### src/rtl/instr_prefetch_queue.sv
// instr_prefetch_queue: sequential instruction prefetcher with a req/ack memory side and a valid/ready FIFO to decode
// Ports: clk/reset (async, active-high); mem_req/mem_addr/mem_ack/mem_rdata fetch handshake;
// redirect/redirect_pc branch restart; out_valid/out_ready/instr/instr_pc_plus4 decode handshake; count = valid entries.
// Option: PREFETCH_BYPASS_EN presents an acked word straight to decode when the queue is empty.
module instr_prefetch_queue #(
    parameter int DEPTH = 4
) (
    input  logic                     clk,
    input  logic                     reset,
    output logic                     mem_req,
    output logic [31:0]              mem_addr,
    input  logic                     mem_ack,
    input  logic [31:0]              mem_rdata,
    input  logic                     redirect,
    input  logic [31:0]              redirect_pc,
    output logic                     out_valid,
    input  logic                     out_ready,
    output logic [31:0]              instr,
    output logic [31:0]              instr_pc_plus4,
    output logic [$clog2(DEPTH):0]   count
);
    localparam int PW = $clog2(DEPTH);
    localparam int CW = PW + 1;
    typedef enum logic [1:0] {IDLE, REQ, DROP} state_t;
    state_t        state;
    logic [31:0]   fpc, drop_addr, tgt;
    logic [31:0]   q_word [DEPTH];
    logic [31:0]   q_pc4 [DEPTH];
    logic [PW-1:0] rptr, wptr;
    logic [CW-1:0] count_next;
    logic          ack, fifo_valid, bypass, push, pop;
    assign tgt        = redirect_pc & ~32'd3;
    assign ack        = (state == REQ) && mem_ack;
    assign fifo_valid = count != '0;
`ifdef PREFETCH_BYPASS_EN
    assign bypass = !fifo_valid && ack && !redirect;
`else
    assign bypass = 1'b0;
`endif
    assign pop        = fifo_valid && out_ready && !redirect;
    // a bypassed word taken by decode in the same cycle never enters the FIFO
    assign push       = ack && !redirect && !(bypass && out_ready);
    assign count_next = count + CW'(push) - CW'(pop);
    assign mem_req        = state != IDLE;
    assign mem_addr       = (state == DROP) ? drop_addr : fpc;
    assign out_valid      = fifo_valid || bypass;
    assign instr          = bypass ? mem_rdata : fifo_valid ? q_word[rptr] : '0;
    assign instr_pc_plus4 = bypass ? fpc + 32'd4 : fifo_valid ? q_pc4[rptr] : '0;
    always_ff @(posedge clk) begin
        if (push) begin
            q_word[wptr] <= mem_rdata;
            q_pc4[wptr]  <= fpc + 32'd4;
        end
    end
    always_ff @(posedge clk or posedge reset) begin
        if (reset) begin
            state     <= IDLE;
            fpc       <= '0;
            drop_addr <= '0;
            rptr      <= '0;
            wptr      <= '0;
            count     <= '0;
        end else begin
            if (redirect) begin
                rptr  <= '0;
                wptr  <= '0;
                count <= '0;
            end else begin
                rptr  <= rptr + PW'(pop);
                wptr  <= wptr + PW'(push);
                count <= count_next;
            end
            fpc <= redirect ? tgt : ack ? fpc + 32'd4 : fpc;
            case (state)
                IDLE: if (!redirect && count < CW'(DEPTH)) state <= REQ;
                REQ: begin
                    if (mem_ack)
                        state <= (!redirect && count_next < CW'(DEPTH)) ? REQ : IDLE;
                    else if (redirect) begin
                        // the outstanding request cannot be retracted; keep its address until the ack
                        state     <= DROP;
                        drop_addr <= fpc;
                    end
                end
                DROP: if (mem_ack) state <= IDLE;
                default: state <= IDLE;
            endcase
        end
    end
endmodule

### config.mk
export PLATFORM = sky130hd
export DESIGN_NAME = instr_prefetch_queue
export DESIGN_NICKNAME = d
export VERILOG_FILES = /design/src/rtl/instr_prefetch_queue.sv
export SDC_FILE = /design/constraint.sdc
export NUM_CORES = 1
export LEC_CHECK = 0
export BUFFER_PORTS_ARGS = -buffer_cell sky130_fd_sc_hd__buf_2
export CAP_MARGIN = 15
export CORE_MARGIN = 5
export CORE_UTILIZATION = 65
export CTS_BUF_LIST = sky130_fd_sc_hd__clkbuf_8
export DETAILED_ROUTE_END_ITERATION = 8
export GPL_ROUTABILITY_DRIVEN = 1
export PLACE_DENSITY = 0.88
export SLEW_MARGIN = 10
export SYNTH_ARGS = -nofsm -noshare
export SYNTH_HDL_FRONTEND = slang
export SYNTH_SLANG_ARGS = --single-unit
### constraint.sdc
create_clock -name clk -period 17.1 [get_ports clk]
set_clock_uncertainty 0.15 [all_clocks]
set_input_delay 0.855 -clock clk [delete_from_list [all_inputs] [get_ports clk]]
set_output_delay 0.855 -clock clk [all_outputs]
set_load 0.005 [all_outputs]
==> results.md <==
- R2R depth: 12
- Top fanout value on the critical path: 50
- Outcome: completed
- Fin cells: roughly 1300
- Final hold vios: 0
- Critical path launch point type: flop
- Hold depth: 1
- Mean Syn Cell Area: approximately 16 um2
- Post-synthesis sequential area ratio: 67.1%
- Hold Path End: drop_addr[24]
- Synth Instances: 838
- Final #Nets: about 1100
- Critical Path RT: ~16 ns
- Sw frac: between 20% and 30%
- Pin count of the biggest net entering global routing: 70
- Clock power share: 32.2%
- Core occupancy in the finished layout: approximately 75%
- First-pass GRT wire length: ~43000 um
- CP endpoint kind: output port
- Clk pin slew, worst setup/hold paths: roughly 0.06 ns
- Critical Path AT: between 2 and 3 ns
- Top cell type's share of synthesized area: between 50% and 60%
- Async SR Flop Fraction: 21.8%
- PortBufs: between 150 and 200
- Register bit total from synthesis: 317
- Die X: between 150 and 200 um
- Highest Clock Rate: between 0.2 and 0.3 GHz
- PwrDens: roughly 130 nW/um2
- Most numerous cell in the Yosys netlist: edfxtp_1
- Slew headroom: between 30% and 40%
- Share of layout cells above drive strength 1: between 30% and 40%
- Max Buffers Root-to-Sink: 3
- DP Cell Count: between 1000 and 1500
- Synth area leaders: edfxtp_1 54%, dfrtp_1 13%, mux4_2 10%, mux2_2 4.9%, nor2b_1 3.0%
- Internal power: 1.47 mW
- Num CTS Buffers: 49
- DR vias/cell: 5.88
- Final Cycle Share: a little under a quarter
- CTS root buf: clkbuf_8
- CP Class: reg -> out
- Synthesized area: roughly 14000 um2
- Die Y: about 150 um
- Post-route ant nets: 0
- MaxCap Viol Count: 0
- Antenna Cells: 0
- Worst slew pin tran: a little over 1 ns
- Postcts setup bufs: 0
- Core area: roughly 21000 um2
- R2R Path Start: count[1]
- Area leader, netlist: edfxtp_1
- Vias in the first global route: slightly above 8000
- Initial core utilization: around 65%
- Sw power: 0.538 mW
- H-tree Lvls: 2
- YS warnings: 0
- Fillers: 1275
- Setup violators final: 0
- Routed WL: 26700 um
- Hold crit path type: reg -> reg
- Number of gates resized after cts: 0
- Cts hold-fix bufs: 0
- Detailed-route via count: approximately 7700
- # IOs: 170
- Total GRT Usage: a little under a quarter
- Rows: 53
- Gr ovfl total: 0
- DRT iter0 DRCs: between 500 and 600
- Netlist cell types: 59
- Final Critical Period: just under 4 ns
- Residual DRC: 0
- Post-synth top cells: 248 x edfxtp_1, 69 x dfrtp_1, 66 x nor2b_1
- Synth Flop Type: edfxtp_1
- Final Max Slew Viols: 0
- Flop pwr share: ~47%
- DIE AREA: roughly 24000 um2
- Final Wtd Congestion: ~0.8
- EDFF count, synth: roughly 250
- Clk_lat worst skew: 0.55 ns
- TritonCTS clock tree: built
- Area growth syn-to-layout: 14.5%
- Static leakage: between 5 and 6 nW
- RSZ-0062 raised after global routing: false
- Fin Setup TNS: 0 ns
- DR WL/cell: ~20 um
- Initial antenna violation count: 0
- Hpwl dp: around 17000 um
- Proportion of power drawn by combinational gates: just over 20%
- Startpoint of the worst hold path: drop_addr[24]
- Max VDD drop: around 0.1 mV
- Critical R2R Capture: state[0]
- R2R Setup Slk: approximately 13 ns
- Drt pass-1 iters: 5
- Sink Count: around 320
critical path, stage by stage, from the launching register on:
cell     delay, ns
dfrtp_4       0.59
buf_4         0.81
mux4_2        0.60
nor2b_1       0.17
buf_2         0.17
per-layer routing:
layer	global-route usage [%]	share of wire, %	vias up
met5	0	0	-
met4	6.94	2.2	0
met2	35.9	49	318
met1	32.1	42	3833
met3	4.78	7.7	52
li1	-	-	3530
power groups by stage:
stage / Clock [mW] / Combinational (mW) / Sequential, mW
after floorplan: 0 / 0.271 / 0.940
after global placement: 0 / 0.408 / 0.959
after detailed placement: 0 / 0.417 / 0.965
after CTS: 0.661 / 0.420 / 0.950
after global routing: 0.701 / 0.451 / 0.959
final: 0.646 / 0.409 / 0.950
cell families (layout without fill, tap and decap cells):
| family | after synthesis | count (layout) | synth area share (%) |
|---|---|---|---|
| fa+ha+maj | 6 | 6 | 0.604 |
| simple gates | 227 | 227 | 9.27 |
| buf+inv | 75 | 275 | 2.70 |
| flops | 317 | 317 | 67.1 |
| other cells | 1 | 4 | 0.0274 |
| compound gates | 46 | 46 | 2.28 |
| mux | 123 | 123 | 15.2 |
| xor+xnor | 43 | 43 | 2.76 |
placed cells by master (no fill, tap or decap), drive strengths merged, types with 2 or more instances in the layout:
master,instances
conb,4
nand3,22
nor3,14
nor2b,66
inv,19
nand4,18
nor4,7
clkbuf,54
a2bb2oi,2
edfxtp,248
clkinv,23
a31oi,10
mux2,60
or4,7
nand2,41
bufinv,5
dfrtp,69
nor2,31
nand2b,3
mux4,62
or2,2
o211ai,2
and3,3
xor2,11
o31ai,5
o21ai,16
a311o,2
and4,4
xnor2,32
or3,4
buf,173
ha,5
stage by stage:
step                cell area [um2]  hold slack (ns)  power (mW)  worst slack [ns]
finish                        15700            0.353        2.00             13.17
global route                  15700            0.330        2.11             12.89
CTS                           15700            0.325        2.03             13.03
detailed placement            14600            0.343        1.38             12.93
global placement              14600            0.334        1.37             13.02
floorplan                     13700            0.327        1.21             10.38
area by class of cell:
cell class / count / area, um2 / area share (%)
Multi-Input combinational cell: 449 / 4170 / 26.6
Inverter: 12 / 45.0 / 0.288
Sequential cell: 317 / 9180 / 58.6
Timing Repair Buffer: 173 / 891 / 5.69
Clock buffer: 54 / 743 / 4.75
Tap cell: 275 / 344 / 2.20
Clock inverter: 36 / 284 / 1.81
sequential cells by signal, indices dropped and copies added (netlist names):
| signal | count |
|---|---|
| count | 3 |
| fpc | 30 |
| wptr | 2 |
| drop_addr | 30 |
| q_word | 128 |
| state | 2 |
| rptr | 2 |
| q_pc4 | 120 |
worst max path at each step:
stage / startpoint / end / slack (ns)
6_report: rptr[0] / instr_pc_plus4[11] / 13.17
5_1_grt: rptr[0] / instr_pc_plus4[11] / 12.89
4_1_cts: rptr[0] / instr_pc_plus4[11] / 13.03
3_5_place_dp: redirect / state[0] / 12.93
3_3_place_gp: redirect / state[0] / 13.02
2_1_floorplan: mem_ack / q_pc4[1][10] / 10.38
Power figures use the tool's default switching activity.
